<file path="src/rtl/piso_shift_transmitter_if.sv">
// piso_shift_transmitter_if
//   Load handshake and serial link bundle for the PISO transmitter.
//   slave  : transmitter side (consumes en/load_valid/data_in, drives the rest)
//   master : producer/consumer side (drives en/load_valid/data_in)
//   Signals:
//     en          shift enable
//     load_valid  data_in holds a word to send
//     data_in     parallel word, WIDTH bits
//     load_ready  transmitter captures data_in this cycle if load_valid
//     sout        serial data bit
//     sout_valid  sout is a live bit this cycle
//     frame_done  pulse on the cycle the last bit of a word is sent
//     busy        a word is in flight
interface piso_shift_transmitter_if #(
   parameter int WIDTH = 4
);
   logic             en;
   logic             load_valid;
   logic [WIDTH-1:0] data_in;
   logic             load_ready;
   logic             sout;
   logic             sout_valid;
   logic             frame_done;
   logic             busy;

   modport slave (
      input  en,
      input  load_valid,
      input  data_in,
      output load_ready,
      output sout,
      output sout_valid,
      output frame_done,
      output busy
   );

   modport master (
      output en,
      output load_valid,
      output data_in,
      input  load_ready,
      input  sout,
      input  sout_valid,
      input  frame_done,
      input  busy
   );
endinterface

</file>
<file path="src/rtl/piso_shift_transmitter.sv">
// piso_shift_transmitter
//   Parallel-in, serial-out transmitter. Accepts a WIDTH-bit word over a
//   valid/ready load handshake and sends it one bit per enabled clock, with a
//   valid strobe and an end-of-frame pulse. Back-to-back words stream without
//   a gap cycle: the next word is loaded on the cycle the last bit goes out.
//   Ports:
//     clk  rising-edge clock
//     rst  synchronous active-high reset; aborts any word in flight
//     bus  piso_shift_transmitter_if.slave (handshake + serial link)
//   Parameters:
//     WIDTH      word width, >= 2
//     LSB_FIRST  1: bit 0 first (feeds a right-shift receiver); 0: MSB first
//
//   state | meaning
//   ------+--------------------------------------------------------------
//   IDLE  | no word held; load_ready high, en ignored
//   SHIFT | word in shreg; one bit sent per en=1 cycle, cnt = bits sent
module piso_shift_transmitter #(
   parameter int WIDTH     = 4,
   parameter bit LSB_FIRST = 1'b1
) (
   input  logic                  clk,
   input  logic                  rst,
   piso_shift_transmitter_if.slave bus
);

   localparam int CW = (WIDTH > 2) ? $clog2(WIDTH) : 1;
   localparam logic [CW-1:0] CNT_LAST = CW'(WIDTH - 1);

   localparam logic [0:0] IDLE  = 1'b0;
   localparam logic [0:0] SHIFT = 1'b1;

   logic [0:0]       state, state_nxt;
   logic [WIDTH-1:0] shreg, shreg_nxt;
   logic [CW-1:0]    cnt, cnt_nxt;

   logic sending;
   logic last;
   logic ready;
   logic load;

   // Outputs depend only on registered state plus en/load_valid/rst, so
   // data_in never reaches an output combinationally.
   assign sending = (state == SHIFT) & bus.en;
   assign last    = sending & (cnt == CNT_LAST);
   assign ready   = ~rst & ((state == IDLE) | last);
   assign load    = bus.load_valid & ready;

   assign bus.sout       = LSB_FIRST ? shreg[0] : shreg[WIDTH-1];
   assign bus.sout_valid = sending;
   assign bus.frame_done = last;
   assign bus.load_ready = ready;
   assign bus.busy       = (state == SHIFT);

   always_comb begin
      state_nxt = state;
      shreg_nxt = shreg;
      cnt_nxt   = cnt;
      case (state)
         IDLE: begin
            if (load) begin
               shreg_nxt = bus.data_in;
               cnt_nxt   = '0;
               state_nxt = SHIFT;
            end
         end
         SHIFT: begin
            if (last) begin
               cnt_nxt = '0;
               if (load) begin
                  // next word starts on the very next cycle, no bubble
                  shreg_nxt = bus.data_in;
               end else begin
                  shreg_nxt = '0;
                  state_nxt = IDLE;
               end
            end else if (sending) begin
               if (LSB_FIRST)
                  shreg_nxt = {1'b0, shreg[WIDTH-1:1]};
               else
                  shreg_nxt = {shreg[WIDTH-2:0], 1'b0};
               cnt_nxt = cnt + 1'b1;
            end
         end
         default: begin
            state_nxt = IDLE;
            shreg_nxt = '0;
            cnt_nxt   = '0;
         end
      endcase
   end

   always_ff @(posedge clk) begin
      if (rst) begin
         state <= IDLE;
         shreg <= '0;
         cnt   <= '0;
      end else begin
         state <= state_nxt;
         shreg <= shreg_nxt;
         cnt   <= cnt_nxt;
      end
   end

endmodule

</file>
<file path="src/flat_wrapper.sv">
// flat-port wrapper written by rule: the top's interface ports become plain ports
module piso_shift_transmitter_flat 
#(
   parameter int WIDTH     = 4,
   parameter bit LSB_FIRST = 1'b1
)
  (clk, rst, bus_en, bus_load_valid, bus_data_in, bus_load_ready, bus_sout, bus_sout_valid, bus_frame_done, bus_busy);
  piso_shift_transmitter_if #(.WIDTH(WIDTH)) bus_i ();
  input  logic clk;
  input  logic rst;
  input wire logic [$bits(bus_i.en)-1:0] bus_en;
  input wire logic [$bits(bus_i.load_valid)-1:0] bus_load_valid;
  input wire logic [$bits(bus_i.data_in)-1:0] bus_data_in;
  output wire logic [$bits(bus_i.load_ready)-1:0] bus_load_ready;
  output wire logic [$bits(bus_i.sout)-1:0] bus_sout;
  output wire logic [$bits(bus_i.sout_valid)-1:0] bus_sout_valid;
  output wire logic [$bits(bus_i.frame_done)-1:0] bus_frame_done;
  output wire logic [$bits(bus_i.busy)-1:0] bus_busy;
  assign bus_i.en = bus_en;
  assign bus_i.load_valid = bus_load_valid;
  assign bus_i.data_in = bus_data_in;
  assign bus_load_ready = bus_i.load_ready;
  assign bus_sout = bus_i.sout;
  assign bus_sout_valid = bus_i.sout_valid;
  assign bus_frame_done = bus_i.frame_done;
  assign bus_busy = bus_i.busy;
  piso_shift_transmitter #(.WIDTH(WIDTH), .LSB_FIRST(LSB_FIRST)) u_core (.clk(clk), .rst(rst), .bus(bus_i));
endmodule
</file>
<file path="config.mk">
export PLATFORM = sky130hd
export DESIGN_NAME = piso_shift_transmitter_flat
export DESIGN_NICKNAME = d
export VERILOG_FILES = /design/src/rtl/piso_shift_transmitter_if.sv /design/src/rtl/piso_shift_transmitter.sv /design/src/flat_wrapper.sv
export SDC_FILE = /design/constraint.sdc
export NUM_CORES = 1
export LEC_CHECK = 0
export ABC_CLOCK_PERIOD_IN_PS = 1510
export CAP_MARGIN = 20
export CORE_AREA = 2 2 39 41
export CTS_CLUSTER_SIZE = 14
export DETAILED_ROUTE_END_ITERATION = 10
export DIE_AREA = 0 0 41 43
export PLACE_DENSITY_LB_ADDON = 0.25
export SLEW_MARGIN = 20
export SYNTH_ARGS = -nofsm -noshare
export SYNTH_HDL_FRONTEND = slang
export SYNTH_SLANG_ARGS = --single-unit
</file>
<file path="constraint.sdc">
create_clock -name clk -period 1.51 [get_ports clk]
set_input_delay 0.302 -clock clk [delete_from_list [all_inputs] [get_ports clk]]
set_output_delay 0.302 -clock clk [all_outputs]
set_load 0.005 [all_outputs]
</file>
==> flow_summary_export.csv, run 1 <==
group,metric,value,unit
route,vias,403,
grt,grt_pass1_vias,373,
floorplan,core-area,0.00138,mm^2
timing,period_share,98.5,%
clocking,clk_root_buffer_cell,"clkbuf_4",
clocking,path_clk_slew,0.06,ns
clocking,cts_tree,"built",
floorplan,fp.dieW,41,um
timing,fmax,673,MHz
logic_synthesis,yosysSeqAreaShare,37.2,%
critical_path,path_class,"register to output pin",
timing,tightest_slew,0.231,ns
logic_synthesis,synth_top_area_cell,"dfxtp_1",
place,dp_hpwl,729,um
run_status,outcome,"finished, final reports clean",
clocking,insertion_delay,0.25,ns
floorplan,top_level_ports,13,
final_layout,nFillCells,137,
clocking,clock-sinks,7,
final_layout,nNetsFinal,81,
final_layout,fin_cells,87,
place,place.gp.congestion,0.737,
logic_synthesis,ys_warn_count,0,
clocking,cts_max_level,1,
logic_synthesis,syn_area_per_cell,8.76,um^2
timing,max_slew_margin,84.4,%
critical_path,crit_required,1.21,ns
logic_synthesis,async_flop_share,0,%
timing,rsz0062_at_grt,"yes",
floorplan,die-height,43,um
route,wirelength,939,um
grt,track_usage,13.2,%
floorplan,rows,14,
min_path,min_from,"u_core.shreg[3]$_SDFFE_PP0P_",
critical_path,worstPathMaxFanout,3,
job,drv_cap,0,
critical_path,r2r_start,"u_core.cnt[1]$_SDFFE_PP0P_",
route,avgViaCountPerCell,4.63,
logic_synthesis,netlist_instances,43,
critical_path,crit_start,"u_core.cnt[1]$_SDFFE_PP0P_",
place,dpl-instance-area,583,um^2
critical_path,crit_arrival,1.18,ns
logic_synthesis,syn_nets,52,
min_path,worstHoldPathType,"register to register",
place,place_inst,80,
final_layout,layout_common_cells,"15 x buf_4, 8 x clkdlybuf4s50_1, 6 x nand3_1",
final_layout,drive_above_1_share,36.6,%
route,firstDrtPassIters,2,
floorplan,start_util,27.2,%
pwr,vdd_ir_drop_max,452,uV
final_layout,postLayoutCellArea,634,um^2
final_layout,antenna_cells,0,
route,drtAntennaViolNets,0,
route,avgRoutedWirePerCell,10.8,um
floorplan,die_area,0.00176,mm^2
timing,fin_crit,1.49,ns
logic_synthesis,synth_edf_count,0,
timing,hold_viol_final,0,
logic_synthesis,synth_area_leaders,"dfxtp_1 37%, nand3_1 8.0%, a21oi_1 5.3%, a21boi_0 4.0%, a22oi_1 4.0%",
clocking,cts_inserted_buffers,3,
grt,grt_pass1_wl,1.57,mm
timing,finalSetupViolations,0,
route,drt_iter0_drc,8,
grt,antenna_found_initial,0,
route,drc,0,
critical_path,critPathCaptureType,"output pin",
grt,grt_max_degree,7,
clocking,ctsLongestPathBuffers,2,
pwr,p_per_area,763,mW/mm^2
logic_synthesis,synth_top_cell_area_share,37.2,%
place,portBuffers,12,
logic_synthesis,ys_seq_elements,7,
timing,finalSetupTns,0,ns
timing,drv_slew,0,
pwr,leakagePower,0.000289,uW
logic_synthesis,synth.cell_area,377,um^2
logic_synthesis,ys_types,22,
grt,grt_overflow,0,
logic_synthesis,synthFlopType,"dfxtp_1",
timing,skew,0.00576,ns
critical_path,cp-start-kind,"register",
final_layout,final_common_cell,"buf_4",
final_layout,syn2layout_area_growth,68.4,%
[area by class of cell]
class                      instances  area, um^2  area share (%)
sequential                         7         144            22.7
multi-input combinational         31         211            33.3
clock buffer                       4        26.3            4.14
inverter                           2        7.51            1.18
tap                               16        20.0            3.16
timing repair buffer              27         225            35.5
[critical path: stages (launching register included)]
cell and delay, ns:
dfxtp_2 0.32, ha_2 0.18, buf_4 0.14, a21boi_2 0.15
nor2_1 0.05, clkbuf_2 0.11
[metrics by stage]
| stage | util [%] | hold slack (ns) | setup slack, ns | total power, uW |
|---|---|---|---|---|
| global route | 45.8 | 0.495 | -0.0264 | 510 |
| finish | 45.8 | 0.469 | 0.0234 | 484 |
| global placement | 42.1 | 0.457 | -0.355 | 315 |
| floorplan | - | 0.423 | 0.224 | 256 |
| detailed placement | 42.1 | 0.462 | -0.347 | 314 |
| CTS | 45.5 | 0.470 | -0.118 | 487 |
[kinds of logic after synthesis]
family	count (synthesis)	share of synthesized area [%]
and+or+nand+nor	16	24.9
AOI/OAI and AO/OA	13	23.6
DFF	7	37.2
buffers and inverters	5	8.31
muxes	1	2.66
adders and majority gates	1	3.32
[state kept, by name (all words and copies together), names as in the netlist]
signal and cells:
u_core.shreg 4, u_core.cnt 2, u_core.bus.busy 1
[worst paths after layout]
check	endpoint	slack [ns]	depth (start not counted)
max	bus_load_ready	0.02	5
min	u_core.shreg[3]$_SDFFE_PP0P_	0.47	2
max reg2reg	u_core.shreg[1]$_SDFFE_PP0P_	0.10	7
min reg2reg	u_core.shreg[3]$_SDFFE_PP0P_	0.47	2
[repair_timing]
| item | 4_1_cts | 5_1_grt |
|---|---|---|
| endpoints found under the setup margin | 3 | 2 |
| gates resized for setup | 10 | 3 |
| hold buffers | 0 | 0 |
| endpoints found under the hold margin | 0 | 0 |
| pin swaps | 1 | 1 |
| setup buffers | 2 | 1 |
[power breakdown]
part           internal [uW]  switching [uW]  total (uW)  leakage, uW
clock network            101            69.7         171    0.0000150
logic                   69.2            42.2         111     0.000215
registers                197            5.42         202    0.0000586
total                    367             117         484     0.000289
[cells in the mapped netlist (2+ instances only)]
| library cell | count |
|---|---|
| dfxtp_1 | 7 |
| a31oi_1 | 2 |
| nor2_1 | 4 |
| a22oi_1 | 2 |
| nand3_1 | 6 |
| a21boi_0 | 2 |
| a21oi_1 | 4 |
| inv_1 | 2 |
[metal layers]
metal	up-vias	GRT usage (%)	share of wire, %
met4	0	10.0	2.0
met1	179	18.6	47
met2	8	16.6	45
li1	214	-	-
met5	-	0	0
met3	2	3.14	5.0
(Power assumes the default switching activity.)
==> run 2, diff against run 1 <==
--- a/config.mk
+++ b/config.mk
@@ -11,6 +11,7 @@
 export CTS_CLUSTER_SIZE = 14
 export DETAILED_ROUTE_END_ITERATION = 10
 export DIE_AREA = 0 0 41 43
+export GPL_TIMING_DRIVEN = 0
 export PLACE_DENSITY_LB_ADDON = 0.25
 export SLEW_MARGIN = 20
 export SYNTH_ARGS = -nofsm -noshare
==> run 2 against run 1 <==
Net effect:
- register-to-register slack got worse by 0.06 ns
- cell count fell by 14%
- sequential power barely moved
- flip-flop and latch count did not move
- via count fell by 6.7%
- routed wire length fell by 11%
==> flow_summary_export.csv, run 2 (synthesis results as in run 1) <==
group,metric,value,unit
grt,grt_max_degree,11,
timing,drv_slew,0,
pwr,vdd_ir_drop_max,247,uV
grt,grt_pass1_vias,314,
timing,skew,0.00466,ns
floorplan,start_util,27.2,%
route,drtAntennaViolNets,0,
run_status,outcome,"finished, final reports clean",
critical_path,path_buf_inv,2,
clocking,cts_tree,"built",
floorplan,die-height,43,um
min_path,worstHoldPathType,"input port to register",
route,avgViaCountPerCell,5.01,
final_layout,utilization,41.0,%
grt,track_usage,11.4,%
clocking,hold_buffers,0,
final_layout,antenna_cells,0,
place,place.gp.congestion,0.703,
final_layout,postLayoutCellArea,568,um^2
final_layout,nNetsFinal,69,
critical_path,crit_slowest_cell,"dfxtp_2",
final_layout,largest_register,"u_core.shreg",
clocking,clock-sinks,7,
timing,fin_crit,1.49,ns
place,dp_hpwl,592,um
timing,finalSetupViolations,0,
pwr,p_per_area,828,mW/mm^2
final_layout,syn2layout_area_growth,50.8,%
pwr,leakagePower,0.000246,uW
timing,tightest_slew,0.260,ns
route,wirelength,834,um
clocking,insertion_delay,0.26,ns
final_layout,sequential_cell_area,144,um^2
grt,grt_overflow,0,
critical_path,critPathCaptureType,"output pin",
critical_path,crit_arrival,1.18,ns
final_layout,layout_common_cells,"6 x nand3_1, 6 x clkdlybuf4s50_1, 4 x nor2_1, 4 x a21oi_1, 4 x dfxtp_1",
grt,grt_pass1_wl,1.31,mm
pwr,power.total,471,uW
route,vias,376,
floorplan,rows,14,
grt,antenna_found_initial,0,
clocking,ctsLongestPathBuffers,2,
critical_path,crit_family,"flip-flops",
route,drt_iter0_drc,8,
critical_path,worstPathMaxFanout,4,
floorplan,core-area,0.00138,mm^2
floorplan,die_area,0.00176,mm^2
critical_path,path_class,"register to output pin",
final_layout,drive_above_1_share,28.8,%
critical_path,max_stage_delay,0.34,ns
final_layout,largest_register_ffs,4,
critical_path,crit_chain,"ha_4 -> buf_6 -> a21boi_4 -> nor2_1 -> clkbuf_2",
route,drc,0,
final_layout,nFillCells,147,
timing,setup_slack,0.0231,ns
place,portBuffers,10,
timing,max_slew_margin,82.4,%
route,firstDrtPassIters,4,
timing,rsz0062_at_grt,"yes",
critical_path,crit_required,1.21,ns
place,dpl-instance-area,497,um^2
job,drv_cap,0,
floorplan,fp.dieW,41,um
clocking,cts_inserted_buffers,3,
clocking,cts_max_level,1,
clocking,clk_root_buffer_cell,"clkbuf_4",
critical_path,cp-start-kind,"register",
clocking,path_clk_slew,0.05,ns
timing,hold_viol_final,0,
final_layout,multi_input_area,236,um^2
place,dpl_worst_slack,-0.333,ns
timing,period_share,98.5,%
route,avgRoutedWirePerCell,11.1,um
floorplan,top_level_ports,13,
timing,fmax,673,MHz
timing,fin_hold_ws,0.282,ns
[run 2: cell count changes in the layout (fill, tap and decap cells not counted), sizes merged]
cell           previous run  this run
buf                      15         4
dlygate4sd2               2         3
clkdlybuf4s15             1         0
clkbuf                    5         6
clkdlybuf4s50             8         6
[run 2: worst paths after layout]
path	from	endpoint	slack [ns]	depth (start not counted)
max	u_core.cnt[0]$_SDFFE_PP0P_	bus_load_ready	0.02	5
min	rst	u_core.cnt[1]$_SDFFE_PP0P_	0.28	2
max reg2reg	u_core.bus.busy$_SDFF_PP0_	u_core.shreg[1]$_SDFFE_PP0P_	0.04	5
min reg2reg	u_core.shreg[3]$_SDFFE_PP0P_	u_core.shreg[3]$_SDFFE_PP0P_	0.47	2
[run 2: power breakdown]
part / total (uW) / internal [uW] / switching (uW)
clock: 174 / 101 / 73.1
combinational: 92.0 / 52.6 / 39.3
sequential: 204 / 197 / 7.22
total: 471 / 351 / 120
[run 2: repair_timing]
action | CTS | global route
buffers inserted | 2 | 0
pin swaps | 1 | 1
setup endpoints to repair | 4 | 1
gates resized for setup | 13 | 4
[run 2: through the flow]
step | std cells | setup TNS (ns)
final | 75 | 0
after global routing | 75 | -0.0260
after CTS | 75 | -0.157
after detailed placement | 69 | -1.04
after global placement | 69 | -1.10
after floorplan | 43 | 0
[run 2: final cells by class]
| cell class | instances | area share [%] |
|---|---|---|
| Multi-Input combinational cell | 31 | 41.6 |
| Sequential cell | 7 | 25.3 |
| Inverter | 2 | 1.32 |
| Timing Repair Buffer | 12 | 19.4 |
| Tap cell | 16 | 3.52 |
| Buffer | 3 | 4.19 |
| Clock buffer | 4 | 4.63 |
[run 2: layer usage]
layer	global-route usage (%)	up-vias	wire (um)
met3	3.14	3	59
met2	13.1	16	359
met5	0	-	0
met4	10.0	0	23
li1	-	190	-
met1	16.4	167	393
==> run 3, diff against run 2 <==
--- a/config.mk
+++ b/config.mk
@@ -12,7 +12,7 @@
 export DETAILED_ROUTE_END_ITERATION = 10
 export DIE_AREA = 0 0 41 43
 export GPL_TIMING_DRIVEN = 0
-export PLACE_DENSITY_LB_ADDON = 0.25
+export PLACE_DENSITY = 0.66
 export SLEW_MARGIN = 20
 export SYNTH_ARGS = -nofsm -noshare
 export SYNTH_HDL_FRONTEND = slang
==> run 3 against run 2 <==
Net effect:
- cell count is 4.0% higher
- via count is 2.1% higher
- setup slack worse by 0.0052 ns
- largest cell class unchanged
==> flow_summary_export.csv, run 3 (synthesis results as in run 1) <==
group,metric,value,unit
timing,period_share,98.8,%
timing,tightest_slew,0.205,ns
grt,grt_pass1_vias,336,
final_layout,drive_above_1_share,32.3,%
timing,rsz0062_at_grt,"yes",
critical_path,crit_start,"u_core.cnt[0]$_SDFFE_PP0P_",
route,wirelength,896,um
final_layout,layout_common_cells,"6 x nand3_1, 6 x clkdlybuf4s50_1, 5 x buf_4",
critical_path,crit_family,"flip-flops",
timing,fin_crit,1.49,ns
timing,drv_slew,0,
clocking,ctsLongestPathBuffers,2,
timing,skew,0.00737,ns
timing,finalSetupViolations,0,
grt,grt_pass1_wl,1.35,mm
job,drv_cap,0,
place,portBuffers,10,
pwr,vdd_ir_drop_max,294,uV
pwr,p_per_area,818,mW/mm^2
critical_path,crit_required,1.21,ns
critical_path,crit_chain,"ha_4 -> buf_6 -> a21boi_4 -> nor2_1 -> buf_2",
grt,track_usage,11.9,%
clocking,hold_buffers,0,
grt,grtUsageMet3,4.71,%
grt,grt_max_degree,11,
route,vias,384,
timing,fin_hold_ws,0.283,ns
route,avgRoutedWirePerCell,11.5,um
final_layout,antenna_cells,0,
critical_path,cp-start-kind,"register",
clocking,cts_max_level,1,
place,dpl_worst_slack,-0.308,ns
critical_path,r2r_slack,0.07,ns
grt,use_met1,15.2,%
place,place.gp.congestion,0.664,
grt,grt_overflow,0,
final_layout,sequential_cell_area,144,um^2
pwr,leakagePower,0.000262,uW
critical_path,crit_arrival,1.19,ns
route,firstDrtPassIters,3,
grt,grtUsageMet2,14.7,%
min_path,min_from,"rst",
clocking,insertion_delay,0.26,ns
critical_path,max_stage_delay,0.33,ns
timing,hold_viol_final,0,
final_layout,fin_cells,78,
floorplan,die_area,0.00176,mm^2
grt,antenna_found_initial,0,
timing,fmax,670,MHz
place,place_inst,69,
final_layout,nNetsFinal,72,
run_status,outcome,"finished, final reports clean",
min_path,worstHoldPathType,"input port to register",
floorplan,start_util,27.2,%
route,drtAntennaViolNets,0,
critical_path,crit_slowest_cell,"dfxtp_2",
critical_path,critPathCaptureType,"output pin",
route,avgViaCountPerCell,4.92,
floorplan,die-height,43,um
place,dp_hpwl,605,um
floorplan,top_level_ports,13,
critical_path,path_class,"register to output pin",
route,drc,0,
clocking,cts_inserted_buffers,3,
floorplan,rows,14,
final_layout,largest_register,"u_core.shreg",
clocking,path_clk_slew,0.05,ns
floorplan,core-area,0.00138,mm^2
final_layout,nFillCells,142,
timing,setup_slack,0.0179,ns
critical_path,path_buf_inv,2,
floorplan,fp.dieW,41,um
final_layout,syn2layout_area_growth,56.8,%
clocking,clock-sinks,7,
critical_path,r2r_start,"u_core.bus.busy$_SDFF_PP0_",
clocking,clk_root_buffer_cell,"clkbuf_4",
timing,max_slew_margin,85.9,%
route,drt_iter0_drc,5,
final_layout,largest_register_ffs,4,
grt,busiest_layer,"met1",
clocking,cts_tree,"built",
critical_path,worstPathMaxFanout,3,
final_layout,multi_input_area,236,um^2
run 3: changes by cell type in the layout (fill, tap and decap cells not counted):
cell,before,now
clkbuf_2,2,1
buf_2,0,1
buf_4,2,5
run 3: repair_timing:
item / 4_1_cts / 5_1_grt
pin swaps: 1 / 2
endpoints found under the setup margin: 4 / 1
setup buffers: 5 / 0
gates resized for setup: 13 / 5
run 3: power breakdown:
part | switching (uW) | total (uW) | leakage [uW] | internal (uW)
Clock | 79.4 | 181 | 0.0000150 | 102
Combinational | 41.1 | 97.9 | 0.000189 | 56.8
Sequential | 7.03 | 204 | 0.0000586 | 197
run 3: worst paths after layout:
kind,endpoint,cells past startpoint
worst min register to register,u_core.shreg[3]$_SDFFE_PP0P_,2
worst max-delay path,bus_load_ready,5
worst max register to register,u_core.shreg[1]$_SDFFE_PP0P_,5
worst min-delay path,u_core.cnt[1]$_SDFFE_PP0P_,2
run 3: layout make-up:
type / count / area share, %
timing repair buffer: 15 / 22.5
clock buffer: 4 / 4.45
buffer: 3 / 4.03
tap: 16 / 3.39
inverter: 2 / 1.27
multi-input combinational: 31 / 40.0
sequential: 7 / 24.4
run 3: layer usage:
layer / share of wire (%) / up-vias
li1: - / 198
met1: 50 / 171
met2: 43 / 11
met3: 4.4 / 4
met4: 3.0 / 0
met5: 0 / -
run 3: stage by stage:
stage                     cell area (um^2)  power [uW]  util, %  setup TNS [ns]
after CTS                              583         481     42.1          -0.133
after detailed placement               497         294     35.9           -1.00
final                                  591         483     42.7               0
after global routing                   591         509     42.7         -0.0304
after floorplan                        377         256        -               0
after global placement                 497         293     35.9          -0.957
